File: config.mk
export PLATFORM = sky130hd
export DESIGN_NAME = lfsr_bit_receiver_flat
export DESIGN_NICKNAME = d
export VERILOG_FILES = /design/src/rtl/lfsr_bit_receiver_if.sv /design/src/rtl/lfsr_bit_receiver.sv /design/src/flat_wrapper.sv
export SDC_FILE = /design/constraint.sdc
export NUM_CORES = 1
export LEC_CHECK = 0
export CORE_UTILIZATION = 45
export DETAILED_ROUTE_END_ITERATION = 7
export PLACE_DENSITY = 0.86
export SLEW_MARGIN = 5
export SYNTH_ARGS = -nofsm -noshare
export SYNTH_HDL_FRONTEND = slang
export SYNTH_SLANG_ARGS = --single-unit
File: constraint.sdc
create_clock -name clk -period 2 [get_ports clk]
set_input_delay 0.4 -clock clk [delete_from_list [all_inputs] [get_ports clk]]
set_output_delay 0.4 -clock clk [all_outputs]
set_load 0.02 [all_outputs]
File: src/rtl/lfsr_bit_receiver_if.sv
// Handshake/bus bundle for lfsr_bit_receiver.
//   master : line/key/ready driver side (drives enable, xored_in, data_in, data_in1, out_ready)
//   slave  : receiver side (drives user_out, data_byte, byte_valid, locked, overflow)
// Signals:
//   enable     bit strobe, one serial bit consumed per enabled clock edge
//   xored_in   scrambled serial bit from the line
//   data_in    first key pattern, indexed LSB-first by the key counter
//   data_in1   second key pattern, indexed LSB-first by the key counter
//   out_ready  downstream accepts data_byte while byte_valid is high
//   user_out   registered descrambled bit
//   data_byte  assembled byte, first received bit in bit 0
//   byte_valid data_byte holds an unaccepted byte
//   locked     receiver is frame-aligned
//   overflow   sticky: a completed byte was dropped
interface lfsr_bit_receiver_if;
  logic       enable;
  logic       xored_in;
  logic [7:0] data_in;
  logic [7:0] data_in1;
  logic       out_ready;
  logic       user_out;
  logic [7:0] data_byte;
  logic       byte_valid;
  logic       locked;
  logic       overflow;

  modport master (
    output enable, xored_in, data_in, data_in1, out_ready,
    input  user_out, data_byte, byte_valid, locked, overflow
  );

  modport slave (
    input  enable, xored_in, data_in, data_in1, out_ready,
    output user_out, data_byte, byte_valid, locked, overflow
  );
endinterface

File: src/rtl/lfsr_bit_receiver.sv
// Serial descrambling receiver. Each enabled bit is XORed with two key patterns indexed by a
// free-running 3-bit key counter, then assembled LSB-first into bytes handed off through a
// valid/ready output with a sticky overflow flag for dropped bytes.
// Ports:
//   clk    single clock, rising edge
//   reset  asynchronous active-low reset
//   bus    lfsr_bit_receiver_if.slave (see interface file for signal list)
// Parameter:
//   SYNC_WORD  frame-alignment byte matched in the descrambled stream
// Build option:
//   RX_SYNC_EN  when defined, the receiver starts in HUNT and searches the descrambled stream
//               for SYNC_WORD before assembling bytes. When undefined, there is no hunt logic,
//               the receiver is always in LOCK and locked is tied high.
module lfsr_bit_receiver #(
  parameter logic [7:0] SYNC_WORD = 8'hA5
) (
  input logic                clk,
  input logic                reset,
  lfsr_bit_receiver_if.slave bus
);

  typedef enum logic {StHunt, StLock} state_e;

  logic [2:0] kc;
  logic [2:0] bc;
  logic [6:0] asm_bits;   // first seven bits of the byte in flight, newest at bit 6
  logic       user_out;
  logic [7:0] data_byte;
  logic       byte_valid;
  logic       overflow;
  logic       d;
  logic       accept;
  logic [7:0] done_byte;
  state_e     state;

  assign d         = bus.xored_in ^ bus.data_in[kc] ^ bus.data_in1[kc];
  assign accept    = byte_valid & bus.out_ready;
  // When bc is 7 the shift register holds bits 0..6 in order, d supplies bit 7.
  assign done_byte = {d, asm_bits};

`ifdef RX_SYNC_EN
  logic [7:0] window;
  logic [7:0] window_next;
  assign window_next = {d, window[7:1]};
`else
  assign state = StLock;
`endif

  always_ff @(posedge clk or negedge reset) begin
    if (!reset) begin
      kc         <= 3'd0;
      bc         <= 3'd0;
      asm_bits   <= 7'd0;
      user_out   <= 1'b0;
      data_byte  <= 8'd0;
      byte_valid <= 1'b0;
      overflow   <= 1'b0;
`ifdef RX_SYNC_EN
      state      <= StHunt;
      window     <= 8'd0;
`endif
    end else begin
      // Acceptance does not depend on enable; a completion below may re-set byte_valid.
      if (accept) begin
        byte_valid <= 1'b0;
      end
      if (bus.enable) begin
        kc       <= kc + 3'd1;
        user_out <= d;
        if (state == StLock) begin
          bc       <= bc + 3'd1;
          asm_bits <= {d, asm_bits[6:1]};
          if (bc == 3'd7) begin
            if (!byte_valid || bus.out_ready) begin
              data_byte  <= done_byte;
              byte_valid <= 1'b1;
            end else begin
              overflow <= 1'b1;
            end
          end
        end
`ifdef RX_SYNC_EN
        else begin
          window <= window_next;
          if (window_next == SYNC_WORD) begin
            state <= StLock;
            bc    <= 3'd0;
          end
        end
`endif
      end
    end
  end

  assign bus.user_out   = user_out;
  assign bus.data_byte  = data_byte;
  assign bus.byte_valid = byte_valid;
  assign bus.overflow   = overflow;
  assign bus.locked     = (state == StLock);

endmodule

File: src/flat_wrapper.sv
// flat-port wrapper written by rule: the top's interface ports become plain ports
module lfsr_bit_receiver_flat 
#(
  parameter logic [7:0] SYNC_WORD = 8'hA5
)
  (clk, reset, bus_enable, bus_xored_in, bus_data_in, bus_data_in1, bus_out_ready, bus_user_out, bus_data_byte, bus_byte_valid, bus_locked, bus_overflow);
  lfsr_bit_receiver_if bus_i ();
  input logic clk;
  input logic reset;
  input wire logic [$bits(bus_i.enable)-1:0] bus_enable;
  input wire logic [$bits(bus_i.xored_in)-1:0] bus_xored_in;
  input wire logic [$bits(bus_i.data_in)-1:0] bus_data_in;
  input wire logic [$bits(bus_i.data_in1)-1:0] bus_data_in1;
  input wire logic [$bits(bus_i.out_ready)-1:0] bus_out_ready;
  output wire logic [$bits(bus_i.user_out)-1:0] bus_user_out;
  output wire logic [$bits(bus_i.data_byte)-1:0] bus_data_byte;
  output wire logic [$bits(bus_i.byte_valid)-1:0] bus_byte_valid;
  output wire logic [$bits(bus_i.locked)-1:0] bus_locked;
  output wire logic [$bits(bus_i.overflow)-1:0] bus_overflow;
  assign bus_i.enable = bus_enable;
  assign bus_i.xored_in = bus_xored_in;
  assign bus_i.data_in = bus_data_in;
  assign bus_i.data_in1 = bus_data_in1;
  assign bus_i.out_ready = bus_out_ready;
  assign bus_user_out = bus_i.user_out;
  assign bus_data_byte = bus_i.data_byte;
  assign bus_byte_valid = bus_i.byte_valid;
  assign bus_locked = bus_i.locked;
  assign bus_overflow = bus_i.overflow;
  lfsr_bit_receiver #(.SYNC_WORD(SYNC_WORD)) u_core (.clk(clk), .reset(reset), .bus(bus_i));
endmodule
# [Yosys cells after proc, flatten, opt, wreduce, memory -nomap -nowiden]
# Index checks and enable logic that the tools add are counted.
[classes] n_addsub=2 n_lt_le_gt_ge=1 n_eq_ne=1 muxes=8 bitwise=4 n_reduce_logical=4
[op_table] operator="$add 3x1->3 const B" count=2
[op_table] operator="$bmux 1 s3" count=2
[op_table] operator="$mux 1" count=6
[op_table] operator="$reduce_and 3->1" count=2
[op_table] operator="$lt 3x4->1 const B" count=1
[op_table] operator="$eq 3x3->1 const B" count=1
[op_table] operator="$xor 1x1->1" count=2
[op_table] operator="$and 1x1->1" count=1
[op_table] operator="$logic_not 1->1" count=1
[op_table] operator="$logic_or 1x1->1" count=1
[op_table] operator="$not 1->1" count=1
[word_totals] regBits=24 inputBits=21 out_inout_bits=12 wordCells=27

# [Depth between registers and ports, before layout]
[depth] ltp_word=5 depth_mapped=7

# [Least setup slack after synthesis]
# OpenSTA, ideal clock, no wires.
[synth_timing] path_kind="flip-flop to flip-flop" start="register u_core.kc[0]" end="register u_core.user_out (netlist: u_core.bus.user_out)" setup_time_ns=0.077 arrival_time_ns=1.656 required_time_ns=1.923 path_slack_ns=0.267 path_stages_with_launch=6 n_path_buf=1 cell_sequence="dfrtp_1 buf_6 mux4_1 mux2i_1 xnor3_1 a21oi_1"
[synth_via] elab_chain_len=4 word_cells_on_any_way=6 classes_between="4 x mux; 2 x bitwise"
[synth_rtl] item="start: declaration" line_no="lfsr_bit_receiver.sv:24" source="logic [2:0] kc;"
[synth_rtl] item="start signal: assignment" line_no="lfsr_bit_receiver.sv:68" source="kc <= kc + 3'd1;"
[synth_rtl] item="$bmux 1 s3" line_no="lfsr_bit_receiver.sv:36" source="assign d = bus.xored_in ^ bus.data_in[kc] ^ bus.data_in1[kc];"
[synth_rtl] item="$mux 1 (not written as such)" line_no="lfsr_bit_receiver.sv:36"
[synth_rtl] item="$xor 1x1->1" line_no="lfsr_bit_receiver.sv:36"
[synth_rtl] item="$xor 1x1->1 (*)" line_no="lfsr_bit_receiver.sv:36"
[synth_rtl] item="end signal: assignment" line_no="lfsr_bit_receiver.sv:54" source="user_out <= 1'b0;"
[synth_rtl] item="end signal: assignment" line_no="lfsr_bit_receiver.sv:69" source="user_out <= d;"
[synth_rtl] item="end: declaration" line_no="lfsr_bit_receiver.sv:27" source="logic user_out;"
# Mark *: on every way between the ends. The rest lies on a longest branch, timed or not. The select of a mux whose other input is x is not followed.
# A chain may end at the register's enable or synchronous reset.

# [Worst setup path after layout]
[layout_timing] start="register u_core.kc[0]" end="register u_core.data_byte[7] (netlist: u_core.bus.data_byte[7])"
[layout_via] elab_chain_len=4 word_cells_on_any_way=6 classes_between="4 x mux; 2 x bitwise"
[layout_rtl] item="$bmux 1 s3" line_no="lfsr_bit_receiver.sv:36"
[layout_rtl] item="$mux 1 (not written as such)" line_no="lfsr_bit_receiver.sv:36"
[layout_rtl] item="$xor 1x1->1" line_no="lfsr_bit_receiver.sv:36"
[layout_rtl] item="$xor 1x1->1 (*)" line_no="lfsr_bit_receiver.sv:36"
[layout_rtl] item="end signal: assignment" line_no="lfsr_bit_receiver.sv:75" source="data_byte <= done_byte;"
[layout_rtl] item="end: declaration" line_no="lfsr_bit_receiver.sv:28" source="logic [7:0] data_byte;"
# Marked as above.

==> flow_metrics.py <==
metrics = {
    "worst_setup_path": {
        "cp-start-kind": "flop",
        "end_kind": "flop",
        "rr_endpoint": "u_core.bus.data_byte[7]",
        "arrival_ns": 2.11,
        "worst-setup-path-type": "reg2reg",
        "cp.required_ns": 2.24,
        "worstPathMaxFanout": 5,
        "rr_startpoint": "u_core.kc[0]",
        "slowest_delay_ns": 0.57,
        "rrSetupSlack_ns": 0.13,
        "r2r_cells": 4,
        "cp_cell_sequence": "mux4_1 -> mux2i_1 -> xnor3_1 -> a21oi_1",
        "cp_slowest_cell": "mux4_1",
    },
    "min_path": {
        "holdCritPathClass": "in2async",
    },
    "yosys": {
        "synth_top_area_share_pct": 54.8,
        "synth-edff-count": 0,
        "synth_most_common_cell": "dfrtp_1",
        "netlist_area_um2": 1050,
        "synth_top_area_cell": "dfrtp_1",
        "synth_cell_type_count": 19,
        "syn_inst": 70,
        "synth_seq_cells": 23,
        "ys_async_sr_fraction_pct": 100,
        "synthTopCellsByCount": "dfrtp_1, mux2_2, mux2i_1",
        "seq_area_frac_synth_pct": 54.8,
        "synthFlopType": "dfrtp_1",
        "post_synth.cell_area_avg_um2": 15.0,
        "synthTopCellsByArea": "dfrtp_1, mux2_2, mux4_1",
        "yosysWarnings": 0,
        "synth.net_count": 94,
    },
    "clock_network": {
        "cts.sinks": 23,
        "clock_latency_ns": 0.31,
        "postCtsSetupBuffers": 0,
        "cts_buffer_depth": 2,
        "clockRootBuffer": "clkbuf_4",
        "tritoncts": "done",
        "cts_buffers": 3,
        "cts.htree.levels": 1,
        "clk_pin_slew_worst_paths_ns": 0.12,
    },
    "layout": {
        "design_area_um2": 1420,
        "register_area_um2": 577,
        "drive_above_1_share_pct": 25.0,
        "fillers": 176,
        "layoutNonFillerInstCount": 132,
        "num_antenna_cells": 0,
        "area_growth_pct": 35.6,
        "multiInputGateArea_um2": 444,
        "nets": 129,
    },
    "global_route": {
        "grt_first_pass_wirelength_mm": 3.34,
        "grt_remaining_overflow": 0,
        "antenna_found_initial": 0,
        "grtUsageTotal_pct": 18.4,
        "grt_max_degree": 24,
        "first_global_vias": 723,
    },
    "route": {
        "wire_per_inst_um": 15.4,
        "drcViolationCount": 0,
        "num_vias": 684,
        "viasPerCell": 5.18,
        "drt.antenna.violating_nets": 0,
        "wl_mm": 2.03,
        "drt-initial-drc-count": 8,
        "dr.pass1.iters": 4,
    },
    "sta": {
        "finalSetupViolCount": 0,
        "final_hold_viol_count": 0,
        "timing.final.crit_share_pct": 93.4,
        "drv_slew": 0,
        "rsz0062_at_grt": "false",
        "fmax_mhz": 535,
        "fin_setup_tns_ns": 0,
        "period_minus_slack_ns": 1.87,
        "fin_worst_skew_ns": 0.00266,
    },
    "die": {
        "row_count": 17,
        "die_x_um": 50.3,
        "ios": 33,
        "die_y_um": 50.3,
        "die-area_um2": 2530,
        "core_area_um2": 2210,
        "initial_utilization_pct": 47.5,
    },
    "status": {
        "outcome": "complete, no violations",
    },
    "power_and_ir_drop": {
        "vdd_drop_max_mv": 0.900,
        "power_density_nw_per_um2": 1450,
        "p_leak_nw": 0.617,
        "total_power_mw": 2.06,
    },
    "flow_run": {
        "drv_cap": 0,
    },
    "placement": {
        "place_area_um2": 1400,
        "dp_cells": 128,
        "gp_congestion": 0.665,
        "dpl.hpwl_mm": 1.52,
        "numPortBuffers": 31,
    },
}
## metal layers
layer  up-vias  GRT usage, %  part of all wire, %
met4         0          8.33                  1.5
met1       332          19.6                   39
li1        318             -                    -
met2        30          33.3                   51
met5         -             0                    0
met3         4          5.15                  7.9
## layout make-up
cell class                      instances  share of cell area (%)
Clock buffer                            3                    1.58
Clock inverter                          1                   0.351
Multi-Input combinational cell         42                    31.2
Sequential cell                        23                    40.5
Tap cell                               28                    2.46
Timing Repair Buffer                   35                    23.9
## stage by stage
stage	setup slack (ns)	utilization [%]	hold slack [ns]
after CTS	0.0424	64.3	0.432
final	0.132	64.4	0.428
after global placement	-0.0462	63.1	0.459
after floorplan	0.267	-	0.104
after global routing	0.0357	64.4	0.450
after detailed placement	-0.206	63.1	0.474
## how the worst max path moves through the flow
stage | start | to | cells after the start
2_1_floorplan | u_core.kc[0] | u_core.bus.user_out | 5
3_3_place_gp | bus_data_in1[1] | u_core.bus.user_out | 5
3_5_place_dp | bus_data_in1[5] | u_core.bus.data_byte[7] | 5
4_1_cts | u_core.kc[0] | u_core.bus.data_byte[7] | 4
5_1_grt | u_core.kc[0] | u_core.bus.data_byte[7] | 4
6_report | u_core.kc[0] | u_core.bus.data_byte[7] | 4
## critical path: cells and delay by family (launching register included)
family | cells | cell delay, ns
xor gates and xnor gates | 1 | 0.39
DFF | 1 | 0.45
AOI/OAI and AO/OA | 1 | 0.17
muxes | 2 | 0.78
## flip-flops by register name, indices dropped and copies added (netlist names)
| name | count |
|---|---|
| u_core.kc | 3 |
| u_core.bus.overflow | 1 |
| u_core.bus.byte_valid | 1 |
| u_core.bc | 3 |
| u_core.bus.user_out | 1 |
| u_core.asm_bits | 6 |
| u_core.bus.data_byte | 8 |
## cell usage in the layout, fill, tap and decap left out, types with 2 or more instances in the layout
cell type        instances
clkbuf_4                 3
mux4_1                   2
buf_4                    4
nand2_1                  3
xor2_1                   2
ha_1                     3
a21oi_1                  2
nor2_1                   2
dfrtp_1                 22
clkdlybuf4s50_1         31
mux2i_1                  5
mux2_2                  16
## cells by family (layout without fill, tap and decap cells)
logic type	after synthesis	after routing	synth area share (%)
xor gates and xnor gates	4	4	4.65
DFF	23	23	54.8
buffers and inverters	5	39	2.86
and+or+nand+nor	7	7	2.98
other	1	1	0.357
muxes	24	24	29.1
adders and majority gates	3	3	3.58
AOI/OAI and AO/OA	3	3	1.67
## report_power, final
| group | total, mW | switching (mW) | internal (mW) |
|---|---|---|---|
| registers | 0.879 | 0.178 | 0.701 |
| clock network | 0.211 | 0.136 | 0.0747 |
| logic | 0.968 | 0.392 | 0.576 |
## repair_timing
action | CTS | global route
resized for setup | 0 | 1
hold buffers | 0 | 0
endpoints found under the setup margin | 0 | 2
(Power assumes the default switching activity.)
